### src/rtl/payload_burst_buffer.sv
// ---------------------------------------------------------------------------
// payload_burst_buffer
//
// Buffers application payload words in a circular FIFO and releases them to
// network_stack as contiguous axiiv/axiid bursts, one burst per UDP frame.
// A burst is PKT_WORDS words, or fewer when a flush asks for the buffered
// remainder. After each burst the block waits at least GAP_CYCLES idle
// cycles before the next first beat so the transmitter can drain.
//
// Optional feature (compile-time macro PAYLOAD_SEQ_EN):
//   defined   : each burst starts with one header beat carrying a sequence
//               number (0 after reset, +1 per burst), followed by the data.
//   undefined : bursts carry data only; no sequence register exists.
//
// Ports
//   clk        in   1                 ethernet clock
//   rst        in   1                 synchronous active-high reset
//   din        in   DATA_SIZE         payload word from source
//   din_valid  in   1                 din qualifier
//   din_ready  out  1                 FIFO not full
//   flush      in   1                 pulse: send the buffered partial burst
//   axiiv      out  1                 burst valid to network_stack (registered)
//   axiid      out  DATA_SIZE         burst data to network_stack (registered)
//   level      out  $clog2(DEPTH)+1   FIFO occupancy in words
//   drop       out  1                 pulse: a word was offered while full
//
// Handshake: a word is accepted on a rising clk edge where din_valid and
// din_ready are both high. din_ready depends only on registered occupancy,
// never on din_valid. A word offered while din_ready is low is discarded and
// drop pulses in the following cycle. The output side has no backpressure:
// once a burst starts, axiiv stays high for every beat of it.
// ---------------------------------------------------------------------------
module payload_burst_buffer #(
    parameter int DATA_SIZE  = 16,
    parameter int PKT_WORDS  = 7,
    parameter int DEPTH      = 32,   // power of 2, at least 2
    parameter int GAP_CYCLES = 1024
) (
    input  logic                     clk,
    input  logic                     rst,
    input  logic [DATA_SIZE-1:0]     din,
    input  logic                     din_valid,
    output logic                     din_ready,
    input  logic                     flush,
    output logic                     axiiv,
    output logic [DATA_SIZE-1:0]     axiid,
    output logic [$clog2(DEPTH):0]   level,
    output logic                     drop
);

    localparam int AW = $clog2(DEPTH);
    localparam int LW = $clog2(DEPTH) + 1;
    localparam int CW = $clog2(PKT_WORDS + 1);
    localparam int GW = $clog2(GAP_CYCLES + 1);

    localparam logic [LW-1:0] DEPTH_L = LW'(DEPTH);
    localparam logic [LW-1:0] PKT_L   = LW'(PKT_WORDS);
    localparam logic [CW-1:0] PKT_C   = CW'(PKT_WORDS);

    typedef enum logic [1:0] {
        S_IDLE  = 2'd0,
        S_BURST = 2'd1,
        S_GAP   = 2'd2
    } state_t;

    logic [DATA_SIZE-1:0] mem [DEPTH];
    logic [AW-1:0]        wr_ptr_q;
    logic [AW-1:0]        rd_ptr_q;
    logic [LW-1:0]        level_q;
    logic [LW-1:0]        level_d;
    logic                 flush_pend_q;
    logic                 flush_pend_d;
    logic                 drop_q;
    state_t               state_q;
    logic [CW-1:0]        blen_q;
    logic [CW-1:0]        blen_d;
    logic [CW-1:0]        cnt_q;
    logic [GW-1:0]        gap_cnt_q;
    logic                 axiiv_q;
    logic [DATA_SIZE-1:0] axiid_q;
`ifdef PAYLOAD_SEQ_EN
    logic [DATA_SIZE-1:0] seq_q;
`endif

    logic push;
    logic pop;
    logic start;
    logic data_left;

    assign din_ready = (level_q != DEPTH_L);
    assign level     = level_q;
    assign axiiv     = axiiv_q;
    assign axiid     = axiid_q;
    assign drop      = drop_q;

    always_comb begin
        push      = din_valid && din_ready;
        data_left = (state_q == S_BURST) && (cnt_q < blen_q);
        // A burst may start only from IDLE with the gap counter exhausted.
        start     = (state_q == S_IDLE) && (gap_cnt_q == '0) &&
                    ((level_q >= PKT_L) || (flush_pend_q && (level_q != '0)));
        blen_d    = (level_q < PKT_L) ? level_q[CW-1:0] : PKT_C;
`ifdef PAYLOAD_SEQ_EN
        // The decision cycle emits the header, so data pops only in BURST.
        pop       = data_left;
`else
        // The decision cycle already emits the first data word.
        pop       = start || data_left;
`endif
        level_d   = level_q + LW'(push) - LW'(pop);

        flush_pend_d = flush_pend_q;
        if (start) begin
            flush_pend_d = 1'b0;
        end else if (flush) begin
            flush_pend_d = 1'b1;
        end else if (level_q == '0) begin
            // Nothing to send: a pending flush is simply forgotten.
            flush_pend_d = 1'b0;
        end
    end

    // Storage has no reset; resetting the pointers discards its contents.
    always_ff @(posedge clk) begin
        if (push) begin
            mem[wr_ptr_q] <= din;
        end
    end

    always_ff @(posedge clk) begin
        if (rst) begin
            wr_ptr_q     <= '0;
            rd_ptr_q     <= '0;
            level_q      <= '0;
            flush_pend_q <= 1'b0;
            drop_q       <= 1'b0;
            state_q      <= S_IDLE;
            blen_q       <= '0;
            cnt_q        <= '0;
            gap_cnt_q    <= '0;
            axiiv_q      <= 1'b0;
            axiid_q      <= '0;
`ifdef PAYLOAD_SEQ_EN
            seq_q        <= '0;
`endif
        end else begin
            level_q      <= level_d;
            flush_pend_q <= flush_pend_d;
            drop_q       <= din_valid && !din_ready;
            if (push) begin
                wr_ptr_q <= wr_ptr_q + AW'(1);
            end
            if (pop) begin
                rd_ptr_q <= rd_ptr_q + AW'(1);
            end

            case (state_q)
                S_IDLE: begin
                    if (start) begin
                        state_q <= S_BURST;
                        blen_q  <= blen_d;
                        axiiv_q <= 1'b1;
`ifdef PAYLOAD_SEQ_EN
                        axiid_q <= seq_q;
                        cnt_q   <= '0;
`else
                        axiid_q <= mem[rd_ptr_q];
                        cnt_q   <= CW'(1);
`endif
                    end else begin
                        axiiv_q <= 1'b0;
                        axiid_q <= '0;
                    end
                end
                S_BURST: begin
                    if (data_left) begin
                        axiiv_q <= 1'b1;
                        axiid_q <= mem[rd_ptr_q];
                        cnt_q   <= cnt_q + CW'(1);
                    end else begin
                        // Last beat has been on the bus for one cycle.
                        axiiv_q <= 1'b0;
                        axiid_q <= '0;
`ifdef PAYLOAD_SEQ_EN
                        seq_q   <= seq_q + 1'b1;
`endif
                        // The IDLE decision cycle is itself idle, so GAP
                        // holds for one cycle fewer than the full gap.
                        if (GAP_CYCLES > 1) begin
                            state_q   <= S_GAP;
                            gap_cnt_q <= GW'(GAP_CYCLES - 1);
                        end else begin
                            state_q   <= S_IDLE;
                            gap_cnt_q <= '0;
                        end
                    end
                end
                S_GAP: begin
                    axiiv_q <= 1'b0;
                    axiid_q <= '0;
                    if (gap_cnt_q <= GW'(1)) begin
                        gap_cnt_q <= '0;
                        state_q   <= S_IDLE;
                    end else begin
                        gap_cnt_q <= gap_cnt_q - GW'(1);
                    end
                end
                default: begin
                    state_q <= S_IDLE;
                    axiiv_q <= 1'b0;
                    axiid_q <= '0;
                end
            endcase
        end
    end

endmodule

### config.mk
export PLATFORM = sky130hd
export DESIGN_NAME = payload_burst_buffer
export DESIGN_NICKNAME = d
export VERILOG_FILES = /design/src/rtl/payload_burst_buffer.sv
export SDC_FILE = /design/constraint.sdc
export NUM_CORES = 1
export LEC_CHECK = 0
export CORE_MARGIN = 8
export CORE_UTILIZATION = 40
export DETAILED_ROUTE_END_ITERATION = 8
export MAX_ROUTING_LAYER = met4
export PLACE_DENSITY_LB_ADDON = 0.15
export SLEW_MARGIN = 20
export SYNTH_ARGS = -nofsm -noshare
export SYNTH_HDL_FRONTEND = slang
export SYNTH_SLANG_ARGS = --single-unit
### constraint.sdc
create_clock -name clk -period 7 [get_ports clk]
set_input_delay 1.4 -clock clk [delete_from_list [all_inputs] [get_ports clk]]
set_output_delay 1.4 -clock clk [all_outputs]
set_load 0.05 [all_outputs]
==> results of run 1 <==
==> stage by stage <==
stage           util  total power [uW]
2_1_floorplan      -              5470
3_3_place_gp   0.427              6160
3_5_place_dp   0.427              6160
4_1_cts        0.465              9540
5_1_grt        0.465              9810
6_report       0.465              9430
==> registers in the layout (all words and copies together), names as in the netlist, named ones only <==
signal and flops:
gap_cnt_q 11, drop 1, state_q 2, blen_q 3, flush_pend_q 1, axiid 16
wr_ptr_q 5, cnt_q 3, rd_ptr_q 5, mem 512, level 6, axiiv 1
==> cell usage in the layout (no fill, tap or decap), types with 10 or more instances in the layout <==
cell             count
clkinv_1            10
bufinv_16           11
a221oi_1            71
o31ai_1             26
clkbuf_16           62
nand2b_1            31
inv_1               20
edfxtp_1           512
ha_1                20
dfxtp_1             55
a21o_1              27
buf_2               16
nor2_2              29
buf_4               10
mux4_2              64
mux2i_1            129
a21oi_1             17
o22ai_1             16
nand2_1             14
clkdlybuf4s50_1     28
nor2_1              44
==> worst paths after layout <==
path	start	end	slack [ns]	cells after the start
max	level[3]	din_ready	3.28	4
min	cnt_q[1]	cnt_q[1]	0.49	2
min reg2reg	cnt_q[1]	cnt_q[1]	0.49	2
max reg2reg	level[3]	level[4]	3.77	17
==> power groups by stage <==
stage | logic [uW] | registers (uW) | clock network [uW]
floorplan | 1310 | 4160 | 0
global placement | 2080 | 4070 | 0
detailed placement | 2090 | 4070 | 0
CTS | 2100 | 4000 | 3440
global route | 2230 | 4010 | 3570
finish | 2070 | 4000 | 3360
==> cells by family (layout without fill, tap and decap cells) <==
logic type	after synthesis	in the layout	share of synthesized area
flip-flops	571	571	0.742
multiplexers	193	193	0.123
AO/OA/AOI/OAI	190	190	0.0645
AND/OR/NAND/NOR	161	161	0.0368
buffers and inverters	91	189	0.0175
adder cells (fa/ha/maj)	21	21	0.0121
XOR/XNOR	11	11	0.00432
==> metal layers <==
layer  GRT usage  wire length, um  up-vias
li1            -                -     5104
met1       0.272            27400     5984
met2       0.256            24300      392
met3      0.0373             3890       66
met4      0.0336              759        0
met5           -                0        -
==> critical path: cells and delay by family (launching register included) <==
family                     cells  cell delay [ns]
buffers and inverters          2             0.93
DFF                            1             0.39
and+or+nand+nor                1             0.18
adders and majority gates      1             0.21
==> area by class of cell <==
type / instances / area (um2)
Tap cell: 748 / 936
Sequential cell: 571 / 16600
Clock inverter: 37 / 483
Inverter: 22 / 82.6
Clock buffer: 74 / 1630
Fill cell: 4741 / 29500
Multi-Input combinational cell: 576 / 5450
Timing Repair Buffer: 56 / 475
==> metrics, run 1 <==
status=complete, no violations; final hold vios=0; post-placement cell count=around 2,000; CP endpoint kind=output pin; total CTS buffers=60; H-tree levels=2; DIE HEIGHT=approximately 250 um; initial antenna violation count=3; pwr/cell area=between 300 and 400 nW/um2; via count=around 12,000; later-pin clock latency in the skew report=0.62 ns; Least-Margin Pin Slew=1.07 ns; vias per cell=5.54; max-cap violation count=0; largest net degree at the start of global routing=97; # rows=86; Worst EP arrival=2.32 ns; Leak=approximately 0.0081 uW; Die W=252 um; final worst slack=3.28 ns; Req. time, crit path=~5.6 ns; Synth area leaders=edfxtp_1 69%, mux4_2 6.5%, mux2i_1 5.8%, dfxtp_1 5.3%, a221oi_1 2.8%; clock power share=0.356; GR Util All Layers=0.182; final instance area=between 20,000 and 30,000 um2; NumNets Final=around 1,300; Unique masters post-synth=52; CTS-repair resized insts=0; Internal=between 6000 and 7000 uW; Placement Setup Slack=around 2.8 ns; crit-path max FO=4; Achievable Freq=roughly 0.27 GHz; GPL Wtd Cong=approximately 0.80; Final ANT Viol Nets=0; sequential group share of total power=0.424; Seq cells post-synth=between 500 and 600; critical-path cell list=inv_1 > ha_1 > nand4_1 > clkdlybuf4s50_1; Die ar.=~64,000 um2; GRT overflow=0; final WL=56,400 um; Mapped Cells=1,238; Slew Viols, Final=0; DRC viols=0; first-pass GRT wire length=a little over 80,000 um; Max Root-Sink Buffers=3; cell area after synthesis=~22,000 um2; ys flop type=edfxtp_1; # clock sinks=571; Syn-to-layout area delta=14.9%; Setup Crit Path Kind=reg2out; CTS clock-pin slew for the worst setup and hold paths=around 0.060 ns; Startpoint Class=flip-flop; Hold Path Class=reg2reg; shortest period the worst path allows=approximately 3.7 ns; Synth top area share=0.689; Cell Area, Placed=23,500 um2; setup bufs post-CTS=0; most common cell in the netlist=edfxtp_1; average wire per standard cell=between 20 and 30 um; share of cells above drive strength 1=0.173; Psw=about 2700 uW; CP max stage cell=clkdlybuf4s50_1; Initial DRC Count=roughly 1,300; register area share after synthesis=0.742; Yosys Warn Count=0; detailed placement HPWL=34,100 um; Hold Buf Count CTS=0; endpoints failing setup=0; ant diodes=0; Worst path max stage delay=0.84 ns; total core area=between 50,000 and 60,000 um2; vias in the first global route=between 10,000 and 15,000; Syn Nets=1,279; Hold WS=a little under 0.5 ns; drt first pass iters=7; Mapped Avg Cell Area=around 18 um2; Root Buffer=clkbuf_16; final std cells w/o fill=around 2,100; Starting Density=0.405; Comb pwr share=0.220; net switching share of the total power=0.289; RSZ-0062 raised after global routing=false; IO Port Bufs=44; largest area contributor in the netlist=edfxtp_1; peak supply drop=between 0.2 and 0.25 mV; Setup TNS=0 ns; Async SR Flop Fraction=0; IO Count=45; top cells by count, synth=512 x edfxtp_1, 129 x mux2i_1, 73 x nor2_1; Post-synth EDFFs=between 500 and 600; final setup skew=between 0.02 and 0.03 ns; Final period util=0.531; CTS tree=yes; max_slew headroom=0.285
No activity file was read; power rests on OpenSTA's default activity.
==> run 2: changes to the inputs <==
==> constraint.sdc (replaced) <==
create_clock -name clk -period 3.4 [get_ports clk]
set_input_delay 0.68 -clock clk [delete_from_list [all_inputs] [get_ports clk]]
set_output_delay 0.68 -clock clk [all_outputs]
set_load 0.05 [all_outputs]
==> metrics, run 2 (synthesis results as in run 1) <==
most common cell after layout, fill and taps aside=edfxtp_1; Hold Path Class=reg2reg; status=complete, no violations; Root Buffer=clkbuf_16; final WL=53,200 um (-5.7%); DIE HEIGHT=252 um (unchanged); cell repeated most along the worst path=inv_1; post-placement cell count=2,053 (+4.1%); vias per cell=5.39 (-2.7%); Biggest register=mem; area occupied by multi-input gates=5440 um2 (-0.18%); max reg flops=512 (unchanged); Layout fillers=4,740 (-0.021%); Worst path max stage delay=0.51 ns (-0.33 ns); peak supply drop=0.462 mV (+110%); max_slew headroom=0.454 (+0.170); RSZ-0062 raised after global routing=false; Die W=252 um (unchanged); average wire per standard cell=24.6 um (-9.1%); setup bufs post-CTS=0 (unchanged); max-cap violation count=0 (unchanged); largest net degree at the start of global routing=54 (-44%); Max Root-Sink Buffers=3 (unchanged); top layer in use=met4; Startpoint Class=flip-flop; ant diodes=0 (unchanged); via count=11,700 (+0.97%); # rows=86 (unchanged); Least-Margin Pin Slew=0.817 ns (-0.249 ns); wire length on met2=25,700 um (+5.7%); Setup TNS=0 ns (unchanged); Final ANT Viol Nets=0 (unchanged); # clock sinks=571 (unchanged); Syn-to-layout area delta=17.3%; pwr/cell area=725 nW/um2 (+97%); total CTS buffers=59 (-1.7%); CP max stage cell=a211oi_1; Metal-1 WL=23,900 um (-13%); final hold vios=0 (unchanged); Hold Buf Count CTS=0 (unchanged); Final period util=0.896; final setup skew=0.0182 ns (-0.00731 ns); DRC viols=0 (unchanged); shortest period the worst path allows=between 3 and 4 ns; register area=16,600 um2 (about the same); Starting Density=0.405 (unchanged); vias in the first global route=12,000 (+6.7%); WL met3=2390 um (-38%); Slew Viols, Final=0 (unchanged); CP bufs+invs=5 (+3); NumNets Final=1,407 (+5.9%); CTS tree=yes; GPL Wtd Cong=0.792 (-0.70%); drt first pass iters=5 (-2); H-tree levels=2 (unchanged); most frequent cells in the layout=512 x edfxtp_1, 129 x mux2i_1, 85 x buf_4, 71 x a221oi_1, 64 x mux4_2; Achievable Freq=0.328 GHz; first-pass GRT wire length=79,300 um (-3.2%); Die ar.=63,600 um2 (unchanged); CTS-repair resized insts=0 (unchanged); family with the most delay on the worst path=adder cells; GRT overflow=0 (unchanged); GR Util All Layers=0.172 (-0.00919); IO Count=45 (unchanged); Worst EP arrival=3.54 ns (+1.22 ns); utilization after layout=0.475 (+0.0100); Setup Crit Path Kind=reg2reg; Initial DRC Count=822 (-37%); endpoints failing setup=0 (unchanged); critical-path cell list=inv_1 > ha_1 > a21o_1 > a211oi_1 > nor2_2 > inv_2 > ha_1 > inv_1 > ha_1 > inv_1 > fa_1 > inv_1 > a21oi_1 > nor2_1 > nor2_1 > xor2_1 > nor2_1; crit-path max FO=5 (+1); IO Port Bufs=44 (unchanged); CTS clock-pin slew for the worst setup and hold paths=0.06 ns (about the same); initial antenna violation count=0 (-3); total core area=55,100 um2 (unchanged); CP endpoint kind=flip-flop; Leak=0.00841 uW (+4.2%); Req. time, crit path=3.89 ns (-1.71 ns); detailed placement HPWL=33,000 um (-3.2%); final std cells w/o fill=2,162 (+3.7%); share of cells above drive strength 1=0.207 (+0.0336); later-pin clock latency in the skew report=0.61 ns (about the same)
-- run 2: changes by cell type in the layout (fill, tap and decap cells not counted), moves of 4 or more --
cell	before	now
buf_4	10	85
clkbuf_1	9	13
clkbuf_8	3	7
buf_12	2	7
clkdlybuf4s50_1	28	44
buf_2	16	0
bufinv_16	11	6
-- run 2: path summary, 6_finish.rpt --
| check | from | endpoint | slack [ns] | cells after the start |
|---|---|---|---|---|
| min | rd_ptr_q[4] | flip-flop | 0.49 | 2 |
| min reg2reg | rd_ptr_q[4] | flip-flop | 0.49 | 2 |
| max | blen_q[1] | level[4] | 0.35 | 17 |
| max reg2reg | blen_q[1] | level[4] | 0.35 | 17 |
-- run 2: area by class of cell --
type | instances | share of cell area
well taps | 748 | 0.0358
clock inverters | 30 | 0.0117
inverters | 22 | 0.00316
multi-input cells | 576 | 0.208
flip-flops and latches | 571 | 0.633
repair buffers | 136 | 0.0466
clock buffers | 79 | 0.0620
-- run 2: power breakdown --
part	switching, uW	internal [uW]
Combinational	2550	1850
Clock	2610	3780
Sequential	247	7940
-- run 2: metal layers --
metal  GRT usage  vias up
li1            -     5268
met1       0.227     6033
met2       0.279      271
met3      0.0244       86
met4      0.0489        0
met5           -        -
-- run 2: through the flow --
stage / worst slack [ns] / total power, uW / hold slack (ns) / instance area, um2
2_1_floorplan: 0.00486 / 11300 / 0.452 / 22300
3_3_place_gp: 0.389 / 12800 / 0.472 / 24200
3_5_place_dp: 0.313 / 12800 / 0.479 / 24200
4_1_cts: 0.324 / 19200 / 0.487 / 26200
5_1_grt: 0.0980 / 19800 / 0.518 / 26200
6_report: 0.355 / 19000 / 0.485 / 26200
-- run 2: worst register-to-register path: cells and delay by family (launching register included) --
kind	cells	cell delay (ns)
flip-flops	1	0.33
buffers and inverters	5	0.35
adder cells (fa/ha/maj)	4	1.09
AND/OR/NAND/NOR	4	0.28
AO/OA/AOI/OAI	3	0.74
XOR/XNOR	1	0.13
==> run 3: changes to the inputs <==
--- a/config.mk
+++ b/config.mk
@@ -5,6 +5,7 @@
 export SDC_FILE = /design/constraint.sdc
 export NUM_CORES = 1
 export LEC_CHECK = 0
+export ABC_AREA = 1
 export CORE_MARGIN = 8
 export CORE_UTILIZATION = 40
 export DETAILED_ROUTE_END_ITERATION = 8
==> metrics, run 3 <==
Root Buffer=clkbuf_16; Die ar.=68,500 um2 (+7.7%); Least-Margin Pin Slew=0.889 ns (+0.0715 ns); DRC viols=0 (unchanged); Startpoint Class=flip-flop; Final ANT Viol Nets=0 (unchanged); register area=16,600 um2 (about the same); Setup Crit Path Kind=reg2out; first-pass GRT wire length=98,400 um (+24%); max-cap violation count=0 (unchanged); shortest period the worst path allows=2.95 ns (-0.0953 ns); Seq cells post-synth=571 (unchanged); CTS clock-pin slew for the worst setup and hold paths=0.06 ns (about the same); via count=16,200 (+39%); crit-path max FO=3 (-2); area occupied by multi-input gates=6170 um2 (+13%); Final period util=0.868 (-0.0280); total core area=60,000 um2 (+8.9%); RSZ-0062 raised after global routing=false; GPL Wtd Cong=0.862 (+8.8%); Hold Buf Count CTS=0 (unchanged); IO Port Bufs=44 (unchanged); later-pin clock latency in the skew report=0.61 ns (about the same); Worst path max stage delay=0.83 ns (+0.32 ns); NumNets Final=2,415 (+72%); Leak=0.0108 uW (+29%); pwr/cell area=738 nW/um2 (+1.8%); Mapped Cells=2,298 (+86%); top cells by count, synth=671 x nand2_1, 512 x edfxtp_1, 278 x nand3_1; DIE HEIGHT=262 um (+3.8%); IO Count=45 (unchanged); GR Util All Layers=0.196 (+0.0236); Slew Viols, Final=0 (unchanged); vias in the first global route=15,800 (+31%); max_slew headroom=0.407 (-0.0471); largest net degree at the start of global routing=87 (+61%); max reg flops=512 (unchanged); Syn Nets=2,339 (+83%); worst reg-to-reg path cell count=17 (unchanged); most common cell after layout, fill and taps aside=nand2_1; Synth area leaders=edfxtp_1 64%, nand2_1 10%, nand3_1 5.8%, dfxtp_1 4.9%, nor2_1 3.6%; share of cells above drive strength 1=0.0860 (-0.121); Yosys Warn Count=0 (unchanged); Layout fillers=5,585 (+18%); CP bufs+invs=2 (-3); peak supply drop=0.521 mV (+13%); Unique masters post-synth=36 (-31%); Max Root-Sink Buffers=3 (unchanged); endpoints failing setup=0 (unchanged); vias per cell=5.04 (-6.4%); Starting Density=0.402 (-0.00268); Initial DRC Count=1,293 (+57%); ys flop type=edfxtp_1; family with the most delay on the worst path=buffers and inverters; Synth top area share=0.637 (-0.0524); largest area contributor in the netlist=edfxtp_1; Biggest register=mem; final setup skew=0.0140 ns (-0.00416 ns); most frequent cells in the layout=671 x nand2_1, 512 x edfxtp_1, 278 x nand3_1, 223 x inv_1, 209 x nor2_1; # rows=90 (+4.7%); GRT overflow=0 (unchanged); cell area after synthesis=24,100 um2 (+8.2%); critical-path cell list=inv_1 > ha_1 > nand4_1 > clkdlybuf4s50_1; initial antenna violation count=0 (unchanged); final hold vios=0 (unchanged); WHS Path Cells=2 (unchanged); Hold Path Class=reg2reg; ant diodes=0 (unchanged); Async SR Flop Fraction=0 (unchanged); Req. time, crit path=2.72 ns (-1.17 ns); drt first pass iters=6 (+1); Mapped Avg Cell Area=10.5 um2 (-42%); Post-synth EDFFs=512 (unchanged); Worst EP arrival=2.27 ns (-1.27 ns); Syn-to-layout area delta=14.4%; detailed placement HPWL=38,100 um (+15%); status=complete, no violations; average wire per standard cell=20.5 um (-17%); most common cell in the netlist=nand2_1; register area share after synthesis=0.686 (-0.0564); critical path depth in cells=4 (-13); CP endpoint kind=output pin; total CTS buffers=60 (+1.7%); H-tree levels=2 (unchanged); Die W=262 um (+3.8%); final WL=65,700 um (+23%); setup bufs post-CTS=0 (unchanged); Setup TNS=0 ns (unchanged); # clock sinks=571 (unchanged); CTS tree=yes; Achievable Freq=0.339 GHz (+3.2%); Hold WS=0.466 ns (-0.0197 ns); CTS-repair resized insts=0 (unchanged); CP max stage cell=clkdlybuf4s50_1
-- run 3: cell types whose count changed after synthesis, sizes merged, moves of 26 or more --
cell / before / now
nand2: 14 / 674
nand3: 6 / 279
inv: 22 / 229
nor2: 74 / 236
mux2i: 129 / 0
o21ai: 9 / 90
a221oi: 71 / 0
mux4: 64 / 0
buf: 31 / 84
nand2b: 31 / 0
a21o: 27 / 0
o31ai: 26 / 0
-- run 3: final timing paths --
| kind | start | to | slack, ns |
|---|---|---|---|
| hold reg to reg | blen_q[0] | blen_q[0] | 0.47 |
| setup reg to reg | blen_q[2] | level[4] | 0.63 |
| hold / removal | blen_q[0] | blen_q[0] | 0.47 |
| setup / recovery | level[2] | din_ready | 0.45 |
-- run 3: kinds of logic (layout without fill, tap and decap cells) --
group	after synthesis	in the layout	synth area share
adder cells (fa/ha/maj)	21	21	0.0112
flip-flops	571	571	0.686
AND/OR/NAND/NOR	1196	1196	0.203
XOR/XNOR	9	9	0.00327
AO/OA/AOI/OAI	156	156	0.0361
buffers and inverters	345	467	0.0609
-- run 3: routing by layer --
layer  wire length [um]  share of wire  track usage
met1              29400           0.45        0.261
met5                  0              0            -
met3               3500          0.053       0.0296
met2              31300           0.48        0.313
met4               1470          0.022       0.0511
-- run 3: per-stage QoR --
step / utilization / area [um2] / worst slack, ns / std cells / power (uW)
global route: 0.460 / 27600 / 0.338 / 3202 / 21400
floorplan: - / 24100 / 0.244 / 2298 / 12300
global placement: 0.429 / 25800 / 0.337 / 3094 / 14300
CTS: 0.460 / 27600 / 0.396 / 3202 / 20500
finish: 0.460 / 27600 / 0.450 / 3202 / 20400
detailed placement: 0.429 / 25800 / 0.428 / 3094 / 14300
-- run 3: final cells by class --
type,count,area share
timing repair buffer,128,0.0429
inverter,231,0.0318
tap,782,0.0354
clock buffer,79,0.0581
clock inverter,29,0.00861
sequential,571,0.600
multi-input combinational,1382,0.223
-- run 3: where the power goes --
group | switching (uW) | internal [uW] | leakage, uW
combinational | 4060 | 1810 | 0.00485
clock | 2650 | 3590 | 0.000898
sequential | 310 | 7950 | 0.00510
total | 7020 | 13400 | 0.0108
-- run 3: tightest hold or removal path, stage by stage, from the launching register on --
cell and delay, ns:
dfxtp_1 0.29, inv_1 0.06, a21oi_1 0.06
